`config.mk`:
```
export PLATFORM = sky130hd
export DESIGN_NAME = grid_io_bank
export DESIGN_NICKNAME = d
export VERILOG_FILES = /design/src/rtl/grid_io_pkg.sv /design/src/rtl/grid_io_chan.sv /design/src/rtl/grid_io_bank.sv
export SDC_FILE = /design/constraint.sdc
export NUM_CORES = 1
export LEC_CHECK = 0
export ABC_AREA = 1
export CAP_MARGIN = 20
export CORE_MARGIN = 2
export CORE_UTILIZATION = 52
export DETAILED_ROUTE_END_ITERATION = 6
export GPL_ROUTABILITY_DRIVEN = 0
export GPL_TIMING_DRIVEN = 0
export PLACE_DENSITY = 0.87
export SLEW_MARGIN = 10
export SYNTH_ARGS = -nofsm -noshare
export SYNTH_HDL_FRONTEND = slang
export SYNTH_SLANG_ARGS = --single-unit
```
`constraint.sdc`:
```
create_clock -name prog_clk -period 1.65 [get_ports prog_clk]
set_input_delay 0.4125 -clock prog_clk [delete_from_list [all_inputs] [get_ports prog_clk]]
set_output_delay 0.4125 -clock prog_clk [all_outputs]
set_load 0.02 [all_outputs]
```
`src/rtl/grid_io_pkg.sv`:
```
// rtl/grid_io_pkg.sv - shared constants and state encoding for the GPIO bank
package grid_io_pkg;

   localparam int CFG_W    = 3;
   localparam int CFG_DIR  = 0;
   localparam int CFG_SYNC = 1;
   localparam int CFG_INV  = 2;

   typedef enum logic [1:0] {
      UNCFG   = 2'd0,
      LOADING = 2'd1,
      ACTIVE  = 2'd2
   } cfg_state_t;

endpackage

```
`src/rtl/grid_io_chan.sv`:
```
// rtl/grid_io_chan.sv - one GPIO channel: direction, inversion and optional 2-flop input sync
module grid_io_chan
   import grid_io_pkg::*;
(
   input  logic             prog_clk,
   input  logic             pReset_n,
   input  logic [CFG_W-1:0] cfg,
   input  logic             cfg_live,
   input  logic             outpad,
   input  logic             pad_in,
   output logic             inpad,
   output logic             pad_out,
   output logic             pad_oe
);

   logic s1;
   logic s2;

   // Synchroniser runs unconditionally so a sync enable sees settled data at once.
   always_ff @(posedge prog_clk) begin
      if (!pReset_n) begin
         s1 <= 1'b0;
         s2 <= 1'b0;
      end else begin
         s1 <= pad_in;
         s2 <= s1;
      end
   end

   assign pad_oe  = cfg[CFG_DIR] & cfg_live;
   assign pad_out = outpad ^ cfg[CFG_INV];
   assign inpad   = cfg[CFG_DIR] ? 1'b0
                                 : ((cfg[CFG_SYNC] ? s2 : pad_in) ^ cfg[CFG_INV]);

endmodule

```
`src/rtl/grid_io_bank.sv`:
```
// rtl/grid_io_bank.sv - GPIO bank with serial config chain, commit check and per-channel data paths
module grid_io_bank
   import grid_io_pkg::*;
#(
   parameter int NUM_CH = 4
) (
   input  logic              prog_clk,
   input  logic              pReset_n,
   input  logic              ccff_head,
   input  logic              ccff_en,
   input  logic              cfg_commit,
   output logic              ccff_tail,
   output logic              cfg_ok,
   output logic              cfg_err,
   input  logic [NUM_CH-1:0] outpad,
   output logic [NUM_CH-1:0] inpad,
   input  logic [NUM_CH-1:0] gfpga_pad_GPIO_PAD_in,
   output logic [NUM_CH-1:0] gfpga_pad_GPIO_PAD_out,
   output logic [NUM_CH-1:0] gfpga_pad_GPIO_PAD_oe
);

   localparam int CHAIN_LEN = NUM_CH * CFG_W;
   localparam int CNT_W     = $clog2(CHAIN_LEN + 2);
   localparam logic [CNT_W-1:0] CNT_FULL = CNT_W'(CHAIN_LEN);
   localparam logic [CNT_W-1:0] CNT_SAT  = CNT_W'(CHAIN_LEN + 1);

   logic [CHAIN_LEN-1:0] sr;
   logic [CHAIN_LEN-1:0] active_cfg;
   logic [CNT_W-1:0]     count;
   logic                 cfg_valid;
   cfg_state_t           state;
   cfg_state_t           state_nxt;

   logic shift_en;
   logic commit_good;

   // A commit in the same cycle as a shift wins; the shift is dropped.
   assign shift_en    = ccff_en && !cfg_commit;
   assign commit_good = cfg_commit && (count == CNT_FULL);
   assign ccff_tail   = sr[CHAIN_LEN-1];

   always_ff @(posedge prog_clk) begin
      if (!pReset_n) begin
         sr         <= '0;
         active_cfg <= '0;
         count      <= '0;
         cfg_valid  <= 1'b0;
         cfg_ok     <= 1'b0;
         cfg_err    <= 1'b0;
         state      <= UNCFG;
      end else begin
         state <= state_nxt;
         if (shift_en) begin
            sr <= {sr[CHAIN_LEN-2:0], ccff_head};
            if (count != CNT_SAT) begin
               count <= count + 1'b1;
            end
         end
         if (cfg_commit) begin
            count   <= '0;
            cfg_ok  <= commit_good;
            cfg_err <= !commit_good;
            if (commit_good) begin
               active_cfg <= sr;
               cfg_valid  <= 1'b1;
            end
         end
      end
   end

   // A bad commit only falls back to UNCFG if nothing was ever applied.
   always_comb begin
      state_nxt = state;
      unique case (state)
         UNCFG: begin
            if (cfg_commit) begin
               state_nxt = commit_good ? ACTIVE : UNCFG;
            end else if (ccff_en) begin
               state_nxt = LOADING;
            end
         end
         LOADING: begin
            if (cfg_commit) begin
               state_nxt = (commit_good || cfg_valid) ? ACTIVE : UNCFG;
            end
         end
         ACTIVE: begin
            if (cfg_commit) begin
               state_nxt = ACTIVE;
            end else if (ccff_en) begin
               state_nxt = LOADING;
            end
         end
         default: state_nxt = UNCFG;
      endcase
   end

   for (genvar i = 0; i < NUM_CH; i++) begin : g_chan
      grid_io_chan u_chan (
         .prog_clk (prog_clk),
         .pReset_n (pReset_n),
         .cfg      (active_cfg[CFG_W*i +: CFG_W]),
         .cfg_live (state != UNCFG),
         .outpad   (outpad[i]),
         .pad_in   (gfpga_pad_GPIO_PAD_in[i]),
         .inpad    (inpad[i]),
         .pad_out  (gfpga_pad_GPIO_PAD_out[i]),
         .pad_oe   (gfpga_pad_GPIO_PAD_oe[i])
      );
   end

endmodule

```
==> impl_metrics.csv, run 1 <==
group,metric,value,unit
critical_path,critPathTopFamily,"flip-flops",
sta,grt_setup_unrepaired,"true",
grt,grt_max_degree,14,
pwr,fin_total_pwr,2.04,mW
pwr,p_switching,461,uW
sta,fmax,619,MHz
critical_path,path_cells,"inv_2, nand2_2, nand2_2, o21ai_2, a21oi_2, buf_6",
sta,report.final.slew_viol_count,0,
route,num_vias,1485,
cells_and_area,drive_above_1_share,29.5,%
clock_tree,cts_sinks,41,
critical_path,worstSetupStartpointType,"flop",
route,drtAntennaViolNets,0,
synthesis,synth-seq-area-share,46.7,%
floorplanning,die_x,62.1,um
critical_path,critPathKind,"reg2out",
sta,hold_viol,0,
clock_tree,htreeDepth,2,
synthesis,synthesis.area,1760,um^2
sta,maxSlewHeadroom,68.1,%
synthesis,synth.distinct_cells,23,
pwr,vdd_drop_max,487,uV
clock_tree,cts_tree,"yes",
worst_hold_path,hp-class,"in2reg",
cells_and_area,antennaDiodeCount,0,
floorplanning,dieArea,3860,um^2
clock_tree,worstSkewPairLatency,0.35,ns
grt,grt_pass1_wl,6.19,mm
place,dp.cells,293,
route,vias_per_cell,4.95,
pwr,p_leak,1.05,nW
sta,period_needed,1.62,ns
grt,grt_remaining_overflow,0,
critical_path,worstPathMaxFanout,2,
floorplanning,io_pins,28,
cells_and_area,fin_util,69.3,%
sta,timing.hold.ws,0.402,ns
synthesis,synth_nets,236,
route,wl_per_cell,11.7,um
route,first_pass_iters,4,
clock_tree,ctsHoldBuffers,0,
sta,skew,0.00389,ns
critical_path,arrival,1.20,ns
floorplanning,initial_core_util,53.5,%
cells_and_area,layout_commonest_cell,"dfxtp_1",
grt,grt_pass1_vias,1411,
place,pre_cts_ws,-0.702,ns
synthesis,synthCells,220,
clock_tree,cts_buffer_depth,2,
floorplanning,rows,21,
cells_and_area,fill_cells,260,
synthesis,synth-seq-cells,41,
cells_and_area,regArea,832,um^2
pwr,clockPowerShare,39.1,%
sta,setup_slack,0.0338,ns
critical_path,cp_common_cell,"nand2_2",
route,drt_iter0_markers,53,
pwr,power_frac_seq,50.8,%
sta,final-setup-viol-count,0,
route,drc,0,
cells_and_area,final_nets,269,
clock_tree,root_buffer,"clkbuf_4",
cells_and_area,syn_to_final_growth,29.6,%
sta,worstMarginPinSlew,0.478,ns
outcome,outcome,"finished, final reports clean",
critical_path,slowest_stage,"dfxtp_2",
floorplanning,core,3280,um^2
synthesis,syn_avg_cell_area,7.98,um^2
critical_path,critPathBufInv,2,
grt,track_usage,19.9,%
floorplanning,die_y,62.1,um
place,dp_hpwl,2.37,mm
cells_and_area,multi_input_area,763,um^2
clock_tree,clkTransAtPathRegs,0.12,ns
sta,finalCritPeriodShare,97.9,%
run,maxCapViolCount,0,
critical_path,worstSetupEndpointType,"output pin",
clock_tree,cts_buffers,5,
cells_and_area,fin_cells,300,
synthesis,synth_warnings,0,
pwr,power_density,896,nW/um^2
grt,antenna_found_initial,0,
critical_path,required,1.24,ns
cells_and_area,final_cell_mix,"34 x dfxtp_1, 26 x inv_1, 25 x nand2_1",
place,io_buffers,27,
route,wirelength,3.50,mm
pwr,combPwrFrac,10.1,%
pwr,power.internal,1.58,mW
pwr,p_sw_share,22.6,%
critical_path,max_stage_delay,0.34,ns
==> final timing paths <==
path                                 start             endpoint  slack [ns]  cells past startpoint
setup / recovery            active_cfg[10]             inpad[3]        0.03                      6
hold / removal    gfpga_pad_GPIO_PAD_in[2]  g_chan[2].u_chan.s1        0.40                      3
setup reg to reg                  count[0]        active_cfg[4]        0.29                      7
hold reg to reg        g_chan[0].u_chan.s1  g_chan[0].u_chan.s2        0.43                      2
==> per-layer routing <==
layer	GRT usage (%)	vias up	routed length, um
met5	0	-	0
met3	5.98	6	198
met1	23.4	688	1560
met2	34.1	41	1700
met4	7.50	0	44
li1	-	750	-
==> through the flow <==
step	area, um^2	TNS (ns)
6_report	2280	0
5_1_grt	2280	-0.195
4_1_cts	2180	-0.0989
3_5_place_dp	2080	-8.16
3_3_place_gp	2080	-7.90
2_1_floorplan	1760	0
==> state kept, by name, summed over array words and instances (netlist names), 2 cells and up <==
signal,flops
active_cfg,12
count,4
g_chan.u_chan.s1,4
g_chan.u_chan.s2,4
sr,12
state,2
==> power groups by stage <==
stage          Combinational (mW)  Sequential [mW]  Clock (mW)
2_1_floorplan               0.115             1.06           0
3_3_place_gp                0.195             1.06           0
3_5_place_dp                0.200             1.06           0
4_1_cts                     0.200             1.04       0.797
5_1_grt                     0.227             1.04       0.852
6_report                    0.205             1.04       0.797
==> Yosys cell counts, drive strengths merged <==
cell type	n	share of area (%)
a21oi	19	5.4
buf	14	5.7
o21ai	27	8.1
nand3	8	2.3
inv	32	7.1
ha	3	2.1
o21a	1	0.43
nor2	26	6.9
nand4	1	0.36
clkbuf	2	0.43
nand2	37	9.3
a21boi	1	0.43
o22ai	3	2.1
xor2	5	2.5
dfxtp	41	47
==> what timing repair did <==
action	4_1_cts	5_1_grt
pin swaps	5	8
buffers inserted	3	6
gates resized for setup	93	25
endpoints found under the hold margin	0	0
endpoints found under the setup margin	15	10
==> area by class of cell <==
type / instances / share of cell area [%]
sequential: 41 / 36.6
tap: 46 / 2.53
multi-input combinational: 131 / 33.5
clock buffer: 5 / 1.65
buffer: 6 / 1.43
clock inverter: 3 / 2.86
inverter: 32 / 5.50
timing repair buffer: 36 / 15.9
==> cell families (layout without fill, tap and decap cells) <==
kind of cell,Yosys count,in the layout,share of synthesized area [%]
compound gates,51,51,16.5
xor+xnor,5,5,2.49
fa+ha+maj,3,3,2.14
buf+inv,48,82,13.2
flops,41,41,46.7
simple gates,72,72,18.9
==> tightest hold or removal path: cells and delay by family <==
family	cells	cell delay (ns)
buffers and inverters	2	0.26
and+or+nand+nor	1	0.06
Note: power is estimated with default switching activity, not from simulation.
==> run 2: changes to the inputs <==
--- a/config.mk
+++ b/config.mk
@@ -6,13 +6,14 @@
 export NUM_CORES = 1
 export LEC_CHECK = 0
 export ABC_AREA = 1
+export ABC_CLOCK_PERIOD_IN_PS = 1650
 export CAP_MARGIN = 20
 export CORE_MARGIN = 2
-export CORE_UTILIZATION = 52
+export CORE_UTILIZATION = 32
 export DETAILED_ROUTE_END_ITERATION = 6
 export GPL_ROUTABILITY_DRIVEN = 0
 export GPL_TIMING_DRIVEN = 0
-export PLACE_DENSITY = 0.87
+export PLACE_DENSITY = 0.61
 export SLEW_MARGIN = 10
 export SYNTH_ARGS = -nofsm -noshare
 export SYNTH_HDL_FRONTEND = slang
==> run 2 against run 1 <==
Critical endpoint is now inpad[2]. Die area rose by 58%. Count of clock-buffer cells in the layout rose by 1. Sequential power barely moved. Largest power group unchanged. First-iteration DRC count rose by 23%.
==> impl_metrics.csv, run 2 (same netlist as run 1, synthesis figures left out) <==
group,metric,value,unit
outcome,outcome,"finished, final reports clean",
clock_tree,cts_buffers,5,
clock_tree,root_buffer,"clkbuf_8",
cells_and_area,reg.largest.list,"active_cfg: 12 flops, sr: 12 flops",
grt,grt_pass1_wl,5.74,mm
pwr,power.internal,1.40,mW
cells_and_area,layout_commonest_cell,"dfxtp_1",
cells_and_area,final_nets,267,
pwr,vdd_drop_max,431,uV
clock_tree,worstSkewPairLatency,0.29,ns
route,wirelength,3.45,mm
pwr,power_frac_seq,55.8,%
route,drtAntennaViolNets,0,
floorplanning,rows,26,
critical_path,reg2reg_slack,0.28,ns
sta,final-setup-viol-count,0,
cells_and_area,drive_above_1_share,23.0,%
grt,grt_max_degree,13,
floorplanning,die_y,78.1,um
critical_path,required,1.24,ns
grt,grt_pass1_vias,1196,
sta,period_needed,1.64,ns
grt,met3_usage,4.83,%
pwr,combPwrFrac,10.5,%
sta,hold_viol,0,
clock_tree,cts_tree,"yes",
clock_tree,clkTransAtPathRegs,0.08,ns
grt,grt_remaining_overflow,0,
route,vias_per_cell,4.36,
floorplanning,dieArea,6100,um^2
sta,grt_setup_unrepaired,"true",
clock_tree,cts_buffer_depth,2,
worst_hold_path,hold_depth,2,
critical_path,arrival,1.22,ns
route,first_pass_iters,4,
sta,report.final.slew_viol_count,0,
sta,finalCritPeriodShare,99.2,%
run,maxCapViolCount,0,
sta,fmax,611,MHz
sta,skew,0.00612,ns
critical_path,worstPathMaxFanout,2,
critical_path,rr_worst_depth,7,
cells_and_area,antennaDiodeCount,0,
pwr,p_leak,0.996,nW
cells_and_area,final_cell_mix,"35 x dfxtp_1, 29 x nand2_1, 26 x inv_1",
clock_tree,cts_sinks,41,
route,num_vias,1404,
pwr,p_switching,460,uW
place,io_buffers,27,
sta,maxSlewHeadroom,70.9,%
cells_and_area,fin_util,42.2,%
grt,top_usage_layer,"met2",
grt,use_met1,15.6,%
grt,antenna_found_initial,0,
grt,grtUsageMet2,18.8,%
floorplanning,die_x,78.1,um
pwr,p_sw_share,24.8,%
sta,tns,0,ns
pwr,clockPowerShare,33.7,%
cells_and_area,syn_to_final_growth,24.9,%
floorplanning,initial_core_util,33.8,%
pwr,power_density,846,nW/um^2
route,drc,0,
critical_path,critPathKind,"in2out",
worst_hold_path,hp-class,"reg2reg",
sta,worstMarginPinSlew,0.437,ns
route,drt_iter0_markers,65,
clock_tree,ctsHoldBuffers,0,
clock_tree,htreeDepth,2,
grt,track_usage,12.2,%
critical_path,worstSetupEndpointType,"output pin",
floorplanning,io_pins,28,
place,dp_hpwl,2.36,mm
floorplanning,core,5200,um^2
route,wl_per_cell,10.7,um
critical_path,worstSetupStartpointType,"primary input",
sta,timing.hold.ws,0.418,ns
run 2: cell types whose count changed in the layout (fill, tap and decap cells not counted), moves of 2 or more:
cell	change
clkdlybuf4s50_1	+3
buf_2	+2
buf_6	-2
o21ai_2	-4
a21oi_2	-4
nand2_2	-4
nand2_1	+4
dlymetal6s2s_1	-3
o21ai_1	+4
clkbuf_8	+5
a21oi_1	+4
clkbuf_4	-5
bufinv_16	-2
run 2: final timing paths:
path,startpoint,endpoint
max reg2reg,count[0],active_cfg[0]
max,gfpga_pad_GPIO_PAD_in[2],inpad[2]
min,g_chan[0].u_chan.s1,g_chan[0].u_chan.s2
min reg2reg,g_chan[0].u_chan.s1,g_chan[0].u_chan.s2
run 2: through the flow:
stage | instance area, um^2 | power (mW) | std cells | setup slack (ns)
global route | 2190 | 1.96 | 322 | -0.0369
CTS | 2190 | 1.88 | 322 | -0.00495
detailed placement | 2110 | 1.26 | 317 | -0.701
global placement | 2110 | 1.26 | 317 | -0.695
finish | 2190 | 1.86 | 322 | 0.0127
floorplan | 1760 | 1.17 | 220 | 0.403
run 2: metal layers:
| layer | vias up | wire, um |
|---|---|---|
| met5 | - | 0 |
| met4 | 0 | 49 |
| met3 | 6 | 168 |
| met2 | 25 | 1600 |
| met1 | 626 | 1630 |
| li1 | 747 | - |
run 2: power by group through the flow:
stage	combinational (mW)	sequential [mW]	clock, mW
floorplan	0.115	1.06	0
global placement	0.199	1.06	0
CTS	0.195	1.04	0.650
finish	0.195	1.04	0.626
global route	0.217	1.04	0.703
detailed placement	0.201	1.06	0
run 2: critical path, cell delays in order:
cell and delay, ns:
dlygate4sd2_1 0.26, nand2_2 0.07, nand2_2 0.05, o21ai_1 0.13
a21oi_1 0.05, buf_4 0.14, buf_6 0.12
run 2: what timing repair did:
action / CTS / global route
resized for setup: 83 / 14
cloned: 0 / 0
pin swaps: 1 / 5
setup endpoints to repair: 15 / 8
setup buffers: 1 / 2
run 2: final cells by class:
cell class | instances | area, um^2
buffer | 10 | 62.6
clock buffer | 6 | 72.6
clock inverter | 2 | 10.0
fill | 557 | 3010
inverter | 32 | 125
multi-input combinational | 131 | 721
sequential | 41 | 831
tap | 70 | 87.6
timing repair buffer | 30 | 285
==> run 3: changes to the inputs <==
--- a/config.mk
+++ b/config.mk
@@ -6,14 +6,14 @@
 export NUM_CORES = 1
 export LEC_CHECK = 0
 export ABC_AREA = 1
-export ABC_CLOCK_PERIOD_IN_PS = 1650
+export ABC_CLOCK_PERIOD_IN_PS = 1450
 export CAP_MARGIN = 20
 export CORE_MARGIN = 2
 export CORE_UTILIZATION = 32
 export DETAILED_ROUTE_END_ITERATION = 6
 export GPL_ROUTABILITY_DRIVEN = 0
 export GPL_TIMING_DRIVEN = 0
-export PLACE_DENSITY = 0.61
+export PLACE_DENSITY = 0.63
 export SLEW_MARGIN = 10
 export SYNTH_ARGS = -nofsm -noshare
 export SYNTH_HDL_FRONTEND = slang
==> constraint.sdc (replaced) <==
create_clock -name prog_clk -period 1.45 [get_ports prog_clk]
set_input_delay 0.3625 -clock prog_clk [delete_from_list [all_inputs] [get_ports prog_clk]]
set_output_delay 0.3625 -clock prog_clk [all_outputs]
set_load 0.02 [all_outputs]
==> run 3 against run 2 <==
The run now ends with setup timing left. Register-to-register slack got worse by 0.17 ns. Clock power increased by 19%. Non-clock buffer count increased by 3. Sequential share of layout area decreased by 1.6 points. Flip-flop and latch count unchanged. Die area unchanged. Global-route usage increased by 0.28 points. Final cell count increased by 0.62%. Highest routed layer unchanged.
==> impl_metrics.csv, run 3 (same netlist as run 1, synthesis figures left out) <==
group,metric,value,unit
critical_path,timing.rr.end,"active_cfg[7]",
critical_path,required,1.09,ns
worst_hold_path,min-delay-start,"gfpga_pad_GPIO_PAD_in[3]",
pwr,power_density,938,nW/um^2
place,dp.cells,317,
cells_and_area,syn_to_final_growth,30.7,%
cells_and_area,fill_cells,546,
floorplanning,io_pins,28,
route,num_vias,1420,
cells_and_area,drive_above_1_share,29.1,%
clock_tree,ctsHoldBuffers,0,
clock_tree,worstSkewPairLatency,0.29,ns
route,drtAntennaViolNets,0,
floorplanning,die_x,78.1,um
clock_tree,cts_sinks,41,
route,drc,0,
clock_tree,cts_buffers,5,
floorplanning,core,5200,um^2
critical_path,worstSetupEndpointType,"output pin",
critical_path,reg2reg_slack,0.11,ns
cells_and_area,final_cell_mix,"32 x dfxtp_1, 26 x inv_1, 26 x nand2_1",
critical_path,arrival,1.15,ns
place,io_buffers,27,
sta,hold_viol,0,
cells_and_area,reg.largest.list,"active_cfg: 12 flops, sr: 12 flops",
route,drt_iter0_markers,98,
clock_tree,htreeDepth,2,
route,vias_per_cell,4.38,
floorplanning,rows,26,
grt,grt_remaining_overflow,0,
sta,fmax,660,MHz
critical_path,worstPathMaxFanout,3,
clock_tree,cts_tree,"yes",
cells_and_area,antennaDiodeCount,0,
cells_and_area,final_nets,270,
pwr,fin_total_pwr,2.15,mW
sta,maxSlewHeadroom,70.6,%
cells_and_area,layout_commonest_cell,"dfxtp_1",
grt,grt_pass1_vias,1273,
run,maxCapViolCount,0,
floorplanning,initial_core_util,33.8,%
grt,grt_max_degree,12,
sta,skew,0.00632,ns
worst_hold_path,hold_end,"g_chan[3].u_chan.s1",
place,pre_cts_ws,-0.787,ns
worst_hold_path,hp-class,"in2reg",
sta,worstMarginPinSlew,0.441,ns
route,wl_per_cell,10.9,um
clock_tree,clkTransAtPathRegs,0.08,ns
floorplanning,dieArea,6100,um^2
sta,finalCritPeriodShare,105,%
route,first_pass_iters,4,
pwr,p_leak,1.03,nW
place,dp_hpwl,2.37,mm
grt,track_usage,12.5,%
critical_path,reg2reg_from,"count[0]",
grt,grt_pass1_wl,5.87,mm
pwr,vdd_drop_max,336,uV
sta,report.final.slew_viol_count,0,
clock_tree,root_buffer,"clkbuf_8",
sta,setup_slack,-0.0657,ns
grt,antenna_found_initial,0,
critical_path,worstSetupStartpointType,"flop",
critical_path,rr_worst_depth,7,
critical_path,critPathKind,"reg2out",
worst_hold_path,hold_depth,3,
clock_tree,cts_buffer_depth,2,
sta,final-setup-viol-count,4,
sta,grt_setup_unrepaired,"true",
floorplanning,die_y,78.1,um
outcome,outcome,"finished, violations left",
cells_and_area,fin_cells,324,
route,wirelength,3.53,mm
outcome,violations,"setup timing",
sta,period_needed,1.52,ns
==> run 3: changes by cell type in the layout (fill, tap and decap cells not counted), moves of 3 or more <==
cell             before  now
buf_6                10   15
clkdlybuf4s50_1       7    3
dfxtp_1              35   32
dfxtp_2               5    9
dlygate4sd2_1         8   12
nand2_1              29   26
nand2_2               5    8
nor2_1               23   19
==> run 3: layout make-up <==
class	instances	area (um^2)	share of cell area (%)
Sequential cell	41	832	36.2
Multi-Input combinational cell	131	763	33.2
Timing Repair Buffer	39	384	16.7
Inverter	32	125	5.45
Tap cell	70	87.6	3.81
Clock buffer	7	86.3	3.76
Buffer	4	17.5	0.763
==> run 3: stage by stage <==
| step | instance area, um^2 | setup TNS (ns) | hold slack, ns | util (%) |
|---|---|---|---|---|
| after floorplan | 1760 | 0 | 0.390 | - |
| after global placement | 2110 | -15.75 | 0.394 | 40.6 |
| after detailed placement | 2110 | -15.79 | 0.401 | 40.6 |
| after CTS | 2210 | -0.394 | 0.403 | 42.5 |
| after global routing | 2300 | -0.633 | 0.418 | 44.1 |
| final | 2300 | -0.164 | 0.406 | 44.1 |
==> run 3: timing repair <==
action	CTS	global route
pin swaps	5	7
endpoints found under the setup margin	20	18
resized for setup	105	18
setup buffers	8	4
==> run 3: worst max-delay path by stage <==
stage                                to                      from  slack, ns  depth (start not counted)
5_1_grt                        inpad[2]             active_cfg[7]      -0.14                          6
4_1_cts                        inpad[2]             active_cfg[7]      -0.14                          7
3_3_place_gp                   inpad[2]  gfpga_pad_GPIO_PAD_in[2]      -0.79                          7
3_5_place_dp                   inpad[2]  gfpga_pad_GPIO_PAD_in[2]      -0.79                          7
2_1_floorplan             active_cfg[0]                  count[0]       0.29                          7
6_report       gfpga_pad_GPIO_PAD_oe[0]                  state[0]      -0.07                          5
==> run 3: routing by layer <==
| metal | GRT usage (%) | vias to the layer above | share of wire (%) |
|---|---|---|---|
| met5 | 0 | - | 0 |
| met2 | 19.4 | 27 | 46 |
| met3 | 4.71 | 5 | 5.5 |
| met4 | 5.26 | 0 | 1.6 |
| li1 | - | 750 | - |
| met1 | 15.6 | 638 | 47 |
==> run 3: critical path, cell delays in order, from the launching register on <==
cell and delay (ns):
dfxtp_2 0.34, nor2_4 0.15, buf_6 0.13, buf_6 0.09
nor2_4 0.03, buf_6 0.12
==> run 3: power breakdown <==
part / switching, mW / leakage, nW / internal, mW
registers: 0.0178 / 0.339 / 1.16
clock network: 0.368 / 0.0443 / 0.378
logic: 0.131 / 0.642 / 0.0982
